File: src/rtl/fp_stream_driver_pkg.sv
// Shared definitions for the FP operand stream driver: state encoding,
// default geometry and counter widths.
package fp_stream_driver_pkg;

  localparam int DEF_SIZE       = 10;
  localparam int DEF_DATA_WIDTH = 32;
  localparam int RX_CNT_W       = 16;

  typedef enum logic [1:0] {
    ST_IDLE = 2'd0,
    ST_SEND = 2'd1,
    ST_RECV = 2'd2,
    ST_DONE = 2'd3
  } state_t;

  // Index width for an n-entry buffer; never narrower than one bit.
  function automatic int addr_width(input int n);
    return (n > 1) ? $clog2(n) : 1;
  endfunction

endpackage

File: src/rtl/fp_stream_driver_if.sv
// AXI-Stream pair between the driver and the accelerator: m00 carries
// operands out to the accelerator, s00 carries results back.
interface fp_stream_driver_if
  import fp_stream_driver_pkg::*;
#(
  parameter int DATA_WIDTH = DEF_DATA_WIDTH
);

  logic                    m00_axis_tvalid;
  logic [DATA_WIDTH-1:0]   m00_axis_tdata;
  logic [DATA_WIDTH/8-1:0] m00_axis_tstrb;
  logic                    m00_axis_tlast;
  logic                    m00_axis_tready;

  logic                    s00_axis_tvalid;
  logic [DATA_WIDTH-1:0]   s00_axis_tdata;
  logic                    s00_axis_tlast;
  logic                    s00_axis_tready;

  // Driver side: sources the operand stream, sinks the result stream.
  modport master (
    output m00_axis_tvalid, m00_axis_tdata, m00_axis_tstrb, m00_axis_tlast,
    input  m00_axis_tready,
    input  s00_axis_tvalid, s00_axis_tdata, s00_axis_tlast,
    output s00_axis_tready
  );

  // Accelerator side: the mirror image of the driver.
  modport slave (
    input  m00_axis_tvalid, m00_axis_tdata, m00_axis_tstrb, m00_axis_tlast,
    output m00_axis_tready,
    output s00_axis_tvalid, s00_axis_tdata, s00_axis_tlast,
    input  s00_axis_tready
  );

endinterface

File: src/rtl/fp_vec_buf.sv
// Operand vector buffer: synchronous write, asynchronous read.
// Contents are intentionally not reset so operands survive a block reset.
module fp_vec_buf
  import fp_stream_driver_pkg::*;
#(
  parameter int SIZE       = DEF_SIZE,
  parameter int DATA_WIDTH = DEF_DATA_WIDTH,
  parameter int AW         = addr_width(DEF_SIZE)
) (
  input  logic                  clk,
  input  logic                  we,
  input  logic [AW-1:0]         waddr,
  input  logic [DATA_WIDTH-1:0] wdata,
  input  logic [AW-1:0]         raddr,
  output logic [DATA_WIDTH-1:0] rdata
);

  logic [DATA_WIDTH-1:0] mem_q [SIZE];
  logic                  wr_ok;

  // Addresses beyond the last entry are dropped rather than aliased.
  always_comb begin
    wr_ok = we && (32'(waddr) < 32'(SIZE));
  end

  // Storage write port.
  always_ff @(posedge clk) begin
    if (wr_ok) begin
      mem_q[waddr] <= wdata;
    end
  end

  // Combinational read so the stream data follows idx with no extra cycle.
  always_comb begin
    rdata = '0;
    if (32'(raddr) < 32'(SIZE)) begin
      rdata = mem_q[raddr];
    end
  end

endmodule

File: src/rtl/fp_stream_driver.sv
// Streams an operand vector to an accelerator and captures its result stream.
//
//   state   | meaning
//   --------+-----------------------------------------------------------
//   IDLE    | waiting for start; operand buffer writable
//   SEND    | presenting mem[idx] on m00; advances on each accepted beat
//   RECV    | accepting result beats on s00 until one carries tlast
//   DONE    | one-cycle done pulse, then back to IDLE
module fp_stream_driver
  import fp_stream_driver_pkg::*;
#(
  parameter  int SIZE       = DEF_SIZE,
  parameter  int DATA_WIDTH = DEF_DATA_WIDTH,
  localparam int AW         = addr_width(SIZE)
) (
  input  logic                    s00_axi_aclk,
  input  logic                    s00_axi_areset,
  input  logic                    wr_en,
  input  logic [AW-1:0]           wr_addr,
  input  logic [DATA_WIDTH-1:0]   wr_data,
  input  logic                    start,
  fp_stream_driver_if.master      axis,
  output logic                    busy,
  output logic                    done,
  output logic [DATA_WIDTH-1:0]   result,
  output logic [RX_CNT_W-1:0]     rx_count
);

  localparam logic [AW-1:0] LAST_IDX = AW'(SIZE - 1);

  state_t                state_q,    state_d;
  logic [AW-1:0]         idx_q,      idx_d;
  logic [DATA_WIDTH-1:0] result_q,   result_d;
  logic [RX_CNT_W-1:0]   rx_count_q, rx_count_d;

  logic                  buf_we;
  logic [DATA_WIDTH-1:0] buf_rdata;
  logic                  m_fire;
  logic                  s_fire;

  // Buffer is only writable while idle; a write coinciding with start lands
  // before the first SEND cycle reads it.
  always_comb begin
    buf_we = wr_en && (state_q == ST_IDLE);
  end

  fp_vec_buf #(
    .SIZE       (SIZE),
    .DATA_WIDTH (DATA_WIDTH),
    .AW         (AW)
  ) u_vec_buf (
    .clk   (s00_axi_aclk),
    .we    (buf_we),
    .waddr (wr_addr),
    .wdata (wr_data),
    .raddr (idx_q),
    .rdata (buf_rdata)
  );

  // State, index and capture registers; synchronous reset leaves buffer alone.
  always_ff @(posedge s00_axi_aclk) begin
    if (s00_axi_areset) begin
      state_q    <= ST_IDLE;
      idx_q      <= '0;
      result_q   <= '0;
      rx_count_q <= '0;
    end else begin
      state_q    <= state_d;
      idx_q      <= idx_d;
      result_q   <= result_d;
      rx_count_q <= rx_count_d;
    end
  end

  // Handshake qualifiers; valid/ready are pure functions of the state register,
  // so neither depends combinationally on the partner's signal.
  always_comb begin
    m_fire = (state_q == ST_SEND) && axis.m00_axis_tready;
    s_fire = (state_q == ST_RECV) && axis.s00_axis_tvalid;
  end

  // Next-state, index advance and result capture.
  always_comb begin
    state_d    = state_q;
    idx_d      = idx_q;
    result_d   = result_q;
    rx_count_d = rx_count_q;

    unique case (state_q)
      ST_IDLE: begin
        if (start) begin
          state_d    = ST_SEND;
          idx_d      = '0;
          rx_count_d = '0;
        end
      end
      ST_SEND: begin
        if (m_fire) begin
          if (idx_q == LAST_IDX) begin
            state_d = ST_RECV;
            idx_d   = '0;
          end else begin
            idx_d = idx_q + 1'b1;
          end
        end
      end
      ST_RECV: begin
        if (s_fire) begin
          result_d = axis.s00_axis_tdata;
          if (rx_count_q != '1) begin
            rx_count_d = rx_count_q + 1'b1;
          end
          if (axis.s00_axis_tlast) begin
            state_d = ST_DONE;
          end
        end
      end
      ST_DONE: begin
        state_d = ST_IDLE;
      end
      default: begin
        state_d = ST_IDLE;
      end
    endcase
  end

  // Stream and status outputs decoded from the registered state.
  always_comb begin
    axis.m00_axis_tvalid = (state_q == ST_SEND);
    axis.m00_axis_tdata  = buf_rdata;
    axis.m00_axis_tstrb  = '1;
    axis.m00_axis_tlast  = (state_q == ST_SEND) && (idx_q == LAST_IDX);
    axis.s00_axis_tready = (state_q == ST_RECV);
    busy                 = (state_q != ST_IDLE);
    done                 = (state_q == ST_DONE);
    result               = result_q;
    rx_count             = rx_count_q;
  end

endmodule

File: src/flat_wrapper.sv
// flat-port wrapper written by rule: the top's interface ports become plain ports
module fp_stream_driver_flat import fp_stream_driver_pkg::*;
#(
  parameter  int SIZE       = DEF_SIZE,
  parameter  int DATA_WIDTH = DEF_DATA_WIDTH,
  localparam int AW         = addr_width(SIZE)
)
  (s00_axi_aclk, s00_axi_areset, wr_en, wr_addr, wr_data, start, busy, done, result, rx_count, axis_m00_axis_tvalid, axis_m00_axis_tdata, axis_m00_axis_tstrb, axis_m00_axis_tlast, axis_m00_axis_tready, axis_s00_axis_tvalid, axis_s00_axis_tdata, axis_s00_axis_tlast, axis_s00_axis_tready);
  fp_stream_driver_if #(.DATA_WIDTH(DATA_WIDTH)) axis_i ();
  input  logic s00_axi_aclk;
  input  logic s00_axi_areset;
  input  logic wr_en;
  input  logic [AW-1:0] wr_addr;
  input  logic [DATA_WIDTH-1:0] wr_data;
  input  logic start;
  output logic busy;
  output logic done;
  output logic [DATA_WIDTH-1:0] result;
  output logic [RX_CNT_W-1:0] rx_count;
  output wire logic [$bits(axis_i.m00_axis_tvalid)-1:0] axis_m00_axis_tvalid;
  output wire logic [$bits(axis_i.m00_axis_tdata)-1:0] axis_m00_axis_tdata;
  output wire logic [$bits(axis_i.m00_axis_tstrb)-1:0] axis_m00_axis_tstrb;
  output wire logic [$bits(axis_i.m00_axis_tlast)-1:0] axis_m00_axis_tlast;
  input wire logic [$bits(axis_i.m00_axis_tready)-1:0] axis_m00_axis_tready;
  input wire logic [$bits(axis_i.s00_axis_tvalid)-1:0] axis_s00_axis_tvalid;
  input wire logic [$bits(axis_i.s00_axis_tdata)-1:0] axis_s00_axis_tdata;
  input wire logic [$bits(axis_i.s00_axis_tlast)-1:0] axis_s00_axis_tlast;
  output wire logic [$bits(axis_i.s00_axis_tready)-1:0] axis_s00_axis_tready;
  assign axis_m00_axis_tvalid = axis_i.m00_axis_tvalid;
  assign axis_m00_axis_tdata = axis_i.m00_axis_tdata;
  assign axis_m00_axis_tstrb = axis_i.m00_axis_tstrb;
  assign axis_m00_axis_tlast = axis_i.m00_axis_tlast;
  assign axis_i.m00_axis_tready = axis_m00_axis_tready;
  assign axis_i.s00_axis_tvalid = axis_s00_axis_tvalid;
  assign axis_i.s00_axis_tdata = axis_s00_axis_tdata;
  assign axis_i.s00_axis_tlast = axis_s00_axis_tlast;
  assign axis_s00_axis_tready = axis_i.s00_axis_tready;
  fp_stream_driver #(.SIZE(SIZE), .DATA_WIDTH(DATA_WIDTH)) u_core (.s00_axi_aclk(s00_axi_aclk), .s00_axi_areset(s00_axi_areset), .wr_en(wr_en), .wr_addr(wr_addr), .wr_data(wr_data), .start(start), .axis(axis_i), .busy(busy), .done(done), .result(result), .rx_count(rx_count));
endmodule
File: config.mk
export PLATFORM = sky130hd
export DESIGN_NAME = fp_stream_driver_flat
export DESIGN_NICKNAME = d
export VERILOG_FILES = /design/src/rtl/fp_stream_driver_pkg.sv /design/src/rtl/fp_stream_driver_if.sv /design/src/rtl/fp_vec_buf.sv /design/src/rtl/fp_stream_driver.sv /design/src/flat_wrapper.sv
export SDC_FILE = /design/constraint.sdc
export NUM_CORES = 1
export LEC_CHECK = 0
export BUFFER_PORTS_ARGS = -buffer_cell sky130_fd_sc_hd__buf_2
export CORE_MARGIN = 2
export CORE_UTILIZATION = 29
export CTS_CLUSTER_DIAMETER = 80
export DETAILED_ROUTE_END_ITERATION = 8
export HOLD_SLACK_MARGIN = 0.02
export SYNTH_ARGS = -nofsm -noshare
export SYNTH_HDL_FRONTEND = slang
export SYNTH_HIERARCHICAL = 1
export SYNTH_SLANG_ARGS = --single-unit
File: constraint.sdc
create_clock -name s00_axi_aclk -period 4.55 [get_ports s00_axi_aclk]
set_input_delay 0.2275 -clock s00_axi_aclk [delete_from_list [all_inputs] [get_ports s00_axi_aclk]]
set_output_delay 0.2275 -clock s00_axi_aclk [all_outputs]
set_load 0.01 [all_outputs]
Yosys cells after proc, flatten, opt, wreduce, memory -nomap -nowiden --
Memory sizes are Yosys's and may differ from the RTL's. A register that Yosys moved wholly into a read port is not among the register bits. Index checks and enable logic that the tools add are counted. Widths: inputs -> output; s select.
Word-level totals: register bits after elaboration 54, bits in writable memories 320, input bits 75, output and inout bits 89, logic and storage cells 52, memories 1
Memories:
- u_core.u_vec_buf.mem_q | words 10, width 32, rd ports 1, clocked after memory_dff 1, write ports 1, RTL line fp_vec_buf.sv:18 | logic [DATA_WIDTH-1:0] mem_q [SIZE];
Operators by class: add/sub/neg operators 2, $lt $le $gt $ge 2, eq/ne operators 11, mux-type cells 19, reductions and logical operators 13
Operator list (number):
- $mux 16 | 3
- $mux 32 | 1
- $pmux 16 s2 | 1
- $mux 4 | 5
- $add 16x1->16 const B | 1
- $ne 16x16->1 const B | 1
- $mux 2 | 5
- $lt 4x4->1 const B | 2
- $ne 2x1->1 const B | 4
- $pmux 2 s4 | 1
- $pmux 4 s2 | 1
- $reduce_bool 2->1 | 3
- $logic_and 1x1->1 | 5
- $reduce_and 5->1 | 1
- $add 4x1->4 const B | 1
- $eq 2x2->1 const B | 2
- $eq 4x4->1 const B | 1
- $ne 2x2->1 const B | 2
- $reduce_and 4->1 | 1
- $reduce_and 3->1 | 1
- $eq 2x1->1 const B | 1
- $logic_not 2->1 | 1
- $mux 1 | 2
- $reduce_and 2->1 | 1

Longest topological paths before layout --
Gate-level depths: netlist of the first run.
depth after elaboration 6, gate-level depth with buffers 7, gate-level depth less buffers 6

Modules after synthesis --
The synthesis of the first run kept the hierarchy.
Modules (own cells, without submodules):
- fp_vec_buf | instances 1, cells an instance 636, area each 12426.9 um^2
- fp_stream_driver | instances 1, cells an instance 320, area each 2587.5 um^2

Worst setup path before layout of the first run --
OpenSTA, ideal clock, no wires.
path kind reg-to-reg, from register u_core.state_q[0], to memory u_core/u_vec_buf/mem_q[0][0] (netlist bit), enable pin, setup time 461 ps, data arrival time 3428 ps, data required time 4089 ps, setup slack 661 ps, cell stages (with the launch flop) 6, buffers on the path 0, clock period less this slack 3889 ps, cell sequence dfxtp_1 -> inv_1 -> ha_1 -> and2_1 -> or3b_1 -> nor3_1
On the way: longest elaborated chain between the ends 5
RTL lines:
- from (decl) | RTL line fp_stream_driver.sv:31 | state_t state_q, state_d;
- from (signal assigned) | RTL line fp_stream_driver.sv:68 | state_q <= state_d;
- $logic_not 2->1 | RTL line fp_stream_driver.sv:44 | buf_we = wr_en && (state_q == ST_IDLE);
- $logic_and 1x1->1 | RTL line fp_stream_driver.sv:44
- via u_core.buf_we | RTL line fp_stream_driver.sv:36 | logic buf_we;
- $logic_and 1x1->1 | RTL line fp_vec_buf.sv:23 | wr_ok = we && (32'(waddr) < 32'(SIZE));
- $mux 1 | RTL line fp_vec_buf.sv:28 | if (wr_ok) begin
- $mux 1 (not written as such) | RTL line fp_vec_buf.sv:29 | mem_q[waddr] <= wdata;
- to (decl) | RTL line fp_vec_buf.sv:18
The timed path passes the listed nets, and every way through them passes these cells.

Final worst setup path of the first run --
from register u_core.idx_q[3], to output axis_m00_axis_tdata[4]
On the way: longest elaborated chain between the ends 2
RTL lines:
- from (decl) | RTL line fp_stream_driver.sv:32 | logic [AW-1:0] idx_q, idx_d;
- from (signal assigned) | RTL line fp_stream_driver.sv:69 | idx_q <= idx_d;
- $lt 4x4->1 | RTL line fp_vec_buf.sv:36 | if (32'(raddr) < 32'(SIZE)) begin
- $mux 32 | RTL line fp_vec_buf.sv:36
- to (decl) | RTL line flat_wrapper.sv:21 | output wire logic [$bits(axis_i.m00_axis_tdata)-1:0] axis_m00_axis_tdata;
Every way passes these cells.

==> results.toml, run 1 <==
[cts]
cts_tree = "yes"
cts.sinks = 374
clk_pin_slew_worst_paths_ps = 50
cts_root_buffer = "clkbuf_16"
cts_resized = 0
cts_buffers = 41
insertion_delay_ps = 560
cts_buffer_depth = 3
cts_max_level = 2

[worst_setup_path]
start_kind = "flop"
required_ps = 4320
arrival_ps = 2930
end_kind = "output port"
crit_type = "flop to output port"
path_max_fanout = 37

[power_and_ir_drop]
switchingPower_mw = 1.986
clock_power_share = 0.380
p_comb_frac = 0.131
power_leakage_nw = 6.057
switching_share = 0.2486
power.internal_mw = 6.003
pwr-share-seq = 0.489
p_per_area_nw_per_um2 = 433.8
ir_drop_v = 0.0002284

[drt]
drt_wl_total_um = 35680
num_vias = 9008
post_drt_via_cell_ratio = 4.766
wl_per_cell_um = 18.88
drc = 0
initialDrtViolationCount = 629
ant_nets = 0
drt_first_pass_iters = 4

[layout]
antenna_cells = 0
fin_nets = 1264
syn2layout_area_growth_pct = 22.66
final_cell_mix = "320 x edfxtp_1, 159 x buf_2, 80 x nand2_1, 66 x o22ai_1, 65 x mux2_2"
utilization = 0.3590
final_common_cell = "edfxtp_1"
seqCellArea_um2 = 10700
drive_gt1_frac = 0.2645
multiInputGateArea_um2 = 3996
final_cell_count_no_fill = 1890
fillers = 4911

[sta]
max_slew_margin = 0.2163
fin_ws_ps = 1388
finalSetupTns_ps = 0
clock_skew_ps = 25.77
slew_viol_final = 0
tightestPinTransition_ps = 1143
final.min_clock_period_ps = 3162
rsz0062_at_grt = "no"
fmax_mhz = 316.3
hold_viol_final = 0
setup_viol = 0
timing.final.crit_share = 0.6949
hold_ws_ps = 188.1

[synth]
synth-xor-area-share = 0
synthArstFlopShare = 0
synth_mux_area_frac = 0.1223
syn_area_per_cell_um2 = 15.71
ys.flop_type = "edfxtp_1"
yosysUniqueCellTypes = 62
syn_area_um2 = 15010
synth_compound_area_frac = 0.07908
synth_edf_count = 320
synth-seq-area-share = 0.7120
ys_ff_latch = 374
yosys_warnings = 6
synth_top_family_by_area = "multiplexers"
syn-instance-count = 956
yosys.area_share.adder = 0.006667
yosys.area_share.simple = 0.05258

[global_routing]
gr-total-overflow = 0
grt_util_all_layers = 0.1318
grt_pass1_wl_um = 54570
antenna_found_initial = 1
grt_pass1_vias = 9148
grt_max_degree = 61

[flow_run]
cap_violations = 0

[floorplanning]
io_pins = 164
die_area_um2 = 53610
core_area_um2 = 51300
die_h_um = 231.5
row_count = 83
die_w_um = 231.5
start_util = 0.2927

[min_path]
hold_class = "input pin to flop"

[status]
status = "completed"

[placement]
gp_congestion = 0.7732
hpwlAfterDp_um = 22310
place_ws_ps = 1730
port_buffers = 159
dp_cells = 1754
[stage by stage]
stage / instance area, µm² / total power, mW
after global routing: 18420 / 8.302
after detailed placement: 16540 / 4.990
after CTS: 18420 / 8.082
after global placement: 16540 / 4.973
after floorplan: 15030 / 4.664
final: 18420 / 7.990
[critical path, stage by stage (launching register included)]
cell     delay [ps]
dfxtp_2         860
nand2_1         620
buf_4           410
o32ai_1         260
buf_2           220
[worst paths after layout]
| kind | slack, ps | end | cells past startpoint | from |
|---|---|---|---|---|
| worst max-delay path | 1390 | axis_m00_axis_tdata[4] | 4 | u_core/idx_q[3]$_SDFFE_PP0P_ |
| worst max register to register | 1800 | u_core/u_vec_buf/mem_q[3][27]$_DFFE_PP_ | 5 | u_core/state_q[0]$_SDFFE_PP0P_ |
| worst min register to register | 450 | u_core/result[16]$_SDFFE_PP0P_ | 2 | u_core/result[16]$_SDFFE_PP0P_ |
| worst min-delay path | 190 | u_core/idx_q[0]$_SDFFE_PP0P_ | 4 | axis_m00_axis_tready |
[final cells by class]
cell class | instances | share of cell area
timing repair buffer | 240 | 0.08628
clock buffer | 51 | 0.05999
clock inverter | 21 | 0.007134
tap | 680 | 0.04620
multi-input combinational | 511 | 0.2170
inverter | 13 | 0.002650
sequential | 374 | 0.5807
[power by group through the flow]
stage          sequential [mW]  combinational (mW)  clock, mW
3_3_place_gp              3.97                1.00          0
6_report                  3.91                1.05       3.04
4_1_cts                   3.91                1.06       3.12
3_5_place_dp              3.98                1.01          0
5_1_grt                   3.92                1.14       3.24
2_1_floorplan             3.95               0.710          0
[sequential cells by signal, summed over array words and instances (netlist names)]
| register | flops |
|---|---|
| u_core/result | 32 |
| u_core/u_vec_buf/mem_q | 320 |
| u_core/rx_count | 16 |
| u_core/state_q | 2 |
| u_core/idx_q | 4 |
[logic make-up after synthesis]
group,count (synthesis)
flip-flops,374
AO/OA/AOI/OAI,174
multiplexers,167
AND/OR/NAND/NOR,158
buffers and inverters,74
adder cells (fa/ha/maj),8
other,1
[cells in the mapped netlist, types with 3 or more instances]
master | instances | area, µm²
clkbuf_4 | 3 | 22.52
nor2b_1 | 3 | 18.77
and2_1 | 5 | 31.28
or3_1 | 3 | 18.77
a211oi_1 | 4 | 30.03
or2_2 | 4 | 25.02
mux2_2 | 65 | 732.0
buf_2 | 6 | 30.03
edfxtp_1 | 320 | 9609
clkbuf_1 | 29 | 108.9
nor2_1 | 13 | 48.80
o21ai_0 | 10 | 50.05
buf_6 | 8 | 90.09
nor4_1 | 3 | 18.77
nand3b_1 | 4 | 30.03
buf_1 | 3 | 11.26
nor3_1 | 11 | 55.05
dfxtp_1 | 54 | 1081
a221oi_1 | 5 | 43.79
o32ai_1 | 32 | 280.3
buf_4 | 10 | 75.07
mux2_1 | 63 | 709.4
inv_1 | 12 | 45.04
nand2b_1 | 5 | 31.28
ha_1 | 8 | 100.1
nand3_1 | 5 | 25.02
nand4_1 | 5 | 31.28
a21oi_1 | 39 | 195.2
o22ai_1 | 66 | 412.9
mux2i_1 | 38 | 380.4
nand2_1 | 80 | 300.3
nand4b_1 | 3 | 26.28
[what timing repair did]
item | 4_1_cts | 5_1_grt
setup buffers | 0 | 0
endpoints found under the hold margin | 352 | 0
hold buffers | 64 | 0
[layer usage]
layer	share of wire	track usage
met1	0.44	0.1739
met2	0.48	0.2188
met3	0.055	0.02756
met4	0.018	0.03786
met5	0.00036	0
Power figures use the tool's default switching activity.
==> run 2: changes to the inputs <==
==> constraint.sdc (replaced) <==
create_clock -name s00_axi_aclk -period 3.2 [get_ports s00_axi_aclk]
set_input_delay 0.16 -clock s00_axi_aclk [delete_from_list [all_inputs] [get_ports s00_axi_aclk]]
set_output_delay 0.16 -clock s00_axi_aclk [all_outputs]
set_load 0.01 [all_outputs]
==> results.toml, run 2 (synthesis results as in run 1) <==
[worst_setup_path]
arrival_ps = 2810
crit_type = "flop to output port"
r2r_slack_ps = 570
rr_worst_depth = 6
end_kind = "output port"
timing.rr.end = "u_core/result[6]$_SDFFE_PP0P_"
path_max_fanout = 12
required_ps = 3040
reg2reg_from = "u_core/state_q[0]$_SDFFE_PP0P_"
start_kind = "flop"

[cts]
cts.sinks = 374
cts_buffer_depth = 3
cts_max_level = 2
insertion_delay_ps = 560
cts_root_buffer = "clkbuf_16"
clk_pin_slew_worst_paths_ps = 50
cts_buffers = 42
post-cts-setup-buffers = 0
cts_tree = "yes"

[floorplanning]
die_w_um = 231.5
io_pins = 164
die_area_um2 = 53610
core_area_um2 = 51300
die_h_um = 231.5
start_util = 0.2927
row_count = 83

[layout]
fillers = 4892
seqCellArea_um2 = 10700
final_cell_count_no_fill = 1908
regMostFlops = "u_core/u_vec_buf/mem_q"
fin_nets = 1282
largest_reg_flops = 320
fin_area_um2 = 18690
final_cell_mix = "320 x edfxtp_1, 159 x buf_2, 80 x nand2_1, 66 x dlygate4sd3_1, 66 x o22ai_1"
multiInputGateArea_um2 = 4015
antenna_cells = 0
final_common_cell = "edfxtp_1"
syn2layout_area_growth_pct = 24.51
drive_gt1_frac = 0.2744

[sta]
rsz0062_at_grt = "no"
setup_viol = 0
final.min_clock_period_ps = 2970
fmax_mhz = 336.7
hold_viol_final = 0
fin_ws_ps = 229.8
slew_viol_final = 0
timing.final.crit_share = 0.9282
max_slew_margin = 0.2803
tightestPinTransition_ps = 1080
clock_skew_ps = 17.99
finalSetupTns_ps = 0

[status]
status = "completed"

[placement]
dp_cells = 1769
place_ws_ps = 644.5
port_buffers = 159
gp_congestion = 0.8107
placed_cell_area_um2 = 16760
hpwlAfterDp_um = 23040

[min_path]
hold_class = "input pin to flop"
min_to = "u_core/result[1]$_SDFFE_PP0P_"
whs_path_depth = 2
holdCritStartpoint = "s00_axi_areset"

[global_routing]
grt_pass1_vias = 9559
grt_util_all_layers = 0.1363
grt_pass1_wl_um = 56320
gr-total-overflow = 0
grt_max_degree = 42
antenna_found_initial = 1

[drt]
drt_wl_total_um = 36660
drc = 0
wl_per_cell_um = 19.22
drt_first_pass_iters = 7
initialDrtViolationCount = 520
post_drt_via_cell_ratio = 4.817
num_vias = 9190
ant_nets = 0

[power_and_ir_drop]
p_per_area_nw_per_um2 = 617.9
power_leakage_nw = 6.189
ir_drop_v = 0.0003239

[flow_run]
cap_violations = 0
-- run 2: changes by cell type in the layout (fill, tap and decap cells not counted), moves of 2 or more --
cell / change
buf_12: +7
buf_4: +8
bufinv_16: +2
clkbuf_8: -2
clkinv_1: -2
clkinv_2: +2
dlygate4sd3_1: +2
nor3_2: -3
nor3_4: +3
-- run 2: how the worst max path moves through the flow --
stage	startpoint	depth (start not counted)	slack (ps)	end
floorplan	u_core/state_q[0]$_SDFFE_PP0P_	5	170	u_core/u_vec_buf/mem_q[3][0]$_DFFE_PP_
global placement	u_core/state_q[0]$_SDFFE_PP0P_	6	710	u_core/u_vec_buf/mem_q[1][25]$_DFFE_PP_
detailed placement	u_core/state_q[0]$_SDFFE_PP0P_	6	640	u_core/u_vec_buf/mem_q[1][0]$_DFFE_PP_
CTS	u_core/idx_q[1]$_SDFFE_PP0P_	5	210	axis_m00_axis_tdata[11]
global route	u_core/idx_q[1]$_SDFFE_PP0P_	5	100	axis_m00_axis_tdata[11]
finish	u_core/idx_q[1]$_SDFFE_PP0P_	5	230	axis_m00_axis_tdata[11]
-- run 2: metal layers --
metal	share of wire	global-route usage
met1	0.44	0.1733
met2	0.49	0.2310
met3	0.052	0.03100
met4	0.022	0.04127
met5	0.00035	0
-- run 2: area by class of cell --
type                            instances  area share
Clock inverter                         23     0.01037
Timing Repair Buffer                  257     0.09678
Clock buffer                           50     0.05783
Sequential cell                       374      0.5721
Multi-Input combinational cell        511      0.2148
Inverter                               13    0.002610
Tap cell                              680     0.04551
-- run 2: what timing repair did --
action	4_1_cts	5_1_grt
hold endpoints to repair	352	0
hold buffers	66	0
resized for setup	0	0
-- run 2: report_power, final --
part	internal, mW	switching [mW]
clock network	2.58	1.88
logic	0.666	0.894
registers	5.45	0.0831
total	8.69	2.86
-- run 2: worst max-delay path, stage by stage, from the launching register on --
cell and delay (ps):
dfxtp_1 450, nand2b_1 610, buf_4 340, o22ai_1 110, o32ai_1 520, buf_2 240
-- run 2: stage by stage --
stage / utilization / hold slack, ps / power (mW)
2_1_floorplan: - / 258.9 / 6.631
3_3_place_gp: 0.3267 / 399.8 / 7.106
3_5_place_dp: 0.3267 / 408.5 / 7.128
4_1_cts: 0.3644 / 31.61 / 11.69
5_1_grt: 0.3644 / 54.99 / 12.05
6_report: 0.3644 / 62.32 / 11.55
==> run 3: changes to the inputs <==
--- a/config.mk
+++ b/config.mk
@@ -5,12 +5,14 @@
 export SDC_FILE = /design/constraint.sdc
 export NUM_CORES = 1
 export LEC_CHECK = 0
-export BUFFER_PORTS_ARGS = -buffer_cell sky130_fd_sc_hd__buf_2
 export CORE_MARGIN = 2
 export CORE_UTILIZATION = 29
 export CTS_CLUSTER_DIAMETER = 80
 export DETAILED_ROUTE_END_ITERATION = 8
+export DONT_BUFFER_PORTS = 1
 export HOLD_SLACK_MARGIN = 0.02
+export PLACE_DENSITY = 0.44
+export SKIP_CTS_REPAIR_TIMING = 1
 export SYNTH_ARGS = -nofsm -noshare
 export SYNTH_HDL_FRONTEND = slang
 export SYNTH_HIERARCHICAL = 1
==> results.toml, run 3 (synthesis results as in run 1) <==
[worst_setup_path]
crit_type = "flop to flop"
required_ps = 3430
path_max_fanout = 32
r2r_slack_ps = 380
crit_family = "buffers and inverters"
end_kind = "flop"
worstPathCellList = "inv_1 > ha_1 > and2_1 > or3b_1 > nor3_4 > dlygate4sd3_1 > buf_12"
cp_num_buf_inv = 3
arrival_ps = 3050
crit_path_max_incr_delay_ps = 610
start_kind = "flop"
crit_slowest_cell = "dlygate4sd3_1"

[placement]
port_buffers = 0
gp_congestion = 0.7579
hpwlAfterDp_um = 22080
placed_cell_area_um2 = 16030

[cts]
cts_tree = "yes"
cts_buffers = 43
cts_max_level = 2
cts_buffer_depth = 3
cts.sinks = 374
cts_root_buffer = "clkbuf_16"
clk_pin_slew_worst_paths_ps = 60
insertion_delay_ps = 570

[global_routing]
grt_util_all_layers = 0.1332
gr-total-overflow = 0
antenna_found_initial = 3
grt_max_degree = 85
grt_pass1_wl_um = 53740
grt_pass1_vias = 8424

[sta]
timing.final.crit_share = 0.8800
hold_viol_final = 0
slew_viol_final = 0
setup_viol = 0
finalSetupTns_ps = 0
hold_ws_ps = 11.86
clock_skew_ps = 14.01
max_slew_margin = 0.2946
final.min_clock_period_ps = 2816
fmax_mhz = 355.1
tightestPinTransition_ps = 1056
rsz0062_at_grt = "no"

[drt]
post_drt_via_cell_ratio = 4.765
num_vias = 8534
ant_nets = 0
drc = 0
initialDrtViolationCount = 409
drt_wl_total_um = 36880
wl_per_cell_um = 20.59
drt_first_pass_iters = 4

[layout]
drive_gt1_frac = 0.1778
fin_area_um2 = 18330
largest_reg_flops = 320
utilization = 0.3572
syn2layout_area_growth_pct = 22.05
final_cell_mix = "320 x edfxtp_1, 85 x dlygate4sd3_1, 79 x nand2_1, 66 x o22ai_1, 65 x mux2_2"
fin_nets = 1158
final_common_cell = "edfxtp_1"
regMostFlops = "u_core/u_vec_buf/mem_q"
fillers = 4938

[floorplanning]
core_area_um2 = 51300
die_h_um = 231.5
start_util = 0.2927
row_count = 83
die_w_um = 231.5
io_pins = 164
die_area_um2 = 53610

[power_and_ir_drop]
power_leakage_nw = 5.735
ir_drop_v = 0.0003391
total_power_mw = 11.88
p_per_area_nw_per_um2 = 648.5

[min_path]
hold_class = "input pin to flop"

[status]
status = "completed"

[flow_run]
cap_violations = 0
run 3: cell count changes in the layout (fill, tap and decap cells not counted), sizes merged, moves of 2 or more:
cell	before	now
inv	14	12
dlygate4sd3	66	85
clkbuf	50	54
diode	0	3
buf	191	47
bufinv	2	5
run 3: metal layers:
layer / share of wire / routed length (µm) / vias to the layer above / global-route usage
met5: 0.00030 / 11 / - / 0
met4: 0.022 / 810 / 2 / 0.04207
li1: - / - / 4004 / -
met2: 0.48 / 17730 / 204 / 0.2158
met1: 0.44 / 16280 / 4269 / 0.1717
met3: 0.056 / 2047 / 55 / 0.03851
run 3: layout make-up:
| cell class | count | area [µm²] | area share |
|---|---|---|---|
| Inverter | 13 | 48.80 | 0.002663 |
| Antenna cell | 3 | 7.507 | 0.0004097 |
| Timing Repair Buffer | 132 | 1286 | 0.07019 |
| Clock inverter | 24 | 251.5 | 0.01372 |
| Tap cell | 680 | 850.8 | 0.04643 |
| Clock buffer | 54 | 1162 | 0.06343 |
| Multi-Input combinational cell | 511 | 4023 | 0.2195 |
| Sequential cell | 374 | 10700 | 0.5836 |
run 3: power breakdown:
group	total, mW	switching [mW]	internal (mW)	leakage, nW
Combinational	1.45	0.839	0.613	1.72
Clock	4.89	1.93	2.97	0.690
Sequential	5.54	0.0889	5.45	3.32
Total	11.9	2.85	9.03	5.73
run 3: through the flow:
| step | setup slack, ps | std cells |
|---|---|---|
| 4_1_cts | 344.1 | 1702 |
| 2_1_floorplan | 167.3 | 959 |
| 3_5_place_dp | 746.4 | 1624 |
| 5_1_grt | 246.0 | 1790 |
| 3_3_place_gp | 812.5 | 1624 |
| 6_report | 384.1 | 1791 |
run 3: worst paths after layout:
path | startpoint | end | cells past startpoint
max | u_core/state_q[0]$_SDFFE_PP0P_ | u_core/u_vec_buf/mem_q[0][3]$_DFFE_PP_ | 7
min | axis_m00_axis_tready | u_core/state_q[0]$_SDFFE_PP0P_ | 4
max reg2reg | u_core/state_q[0]$_SDFFE_PP0P_ | u_core/u_vec_buf/mem_q[0][3]$_DFFE_PP_ | 7
min reg2reg | u_core/result[17]$_SDFFE_PP0P_ | u_core/result[17]$_SDFFE_PP0P_ | 2
run 3: worst min-delay path: stages:
cell	delay (ps)
nand4b_1	110
a2111oi_2	100
nor2_1	90
a311oi_1	60
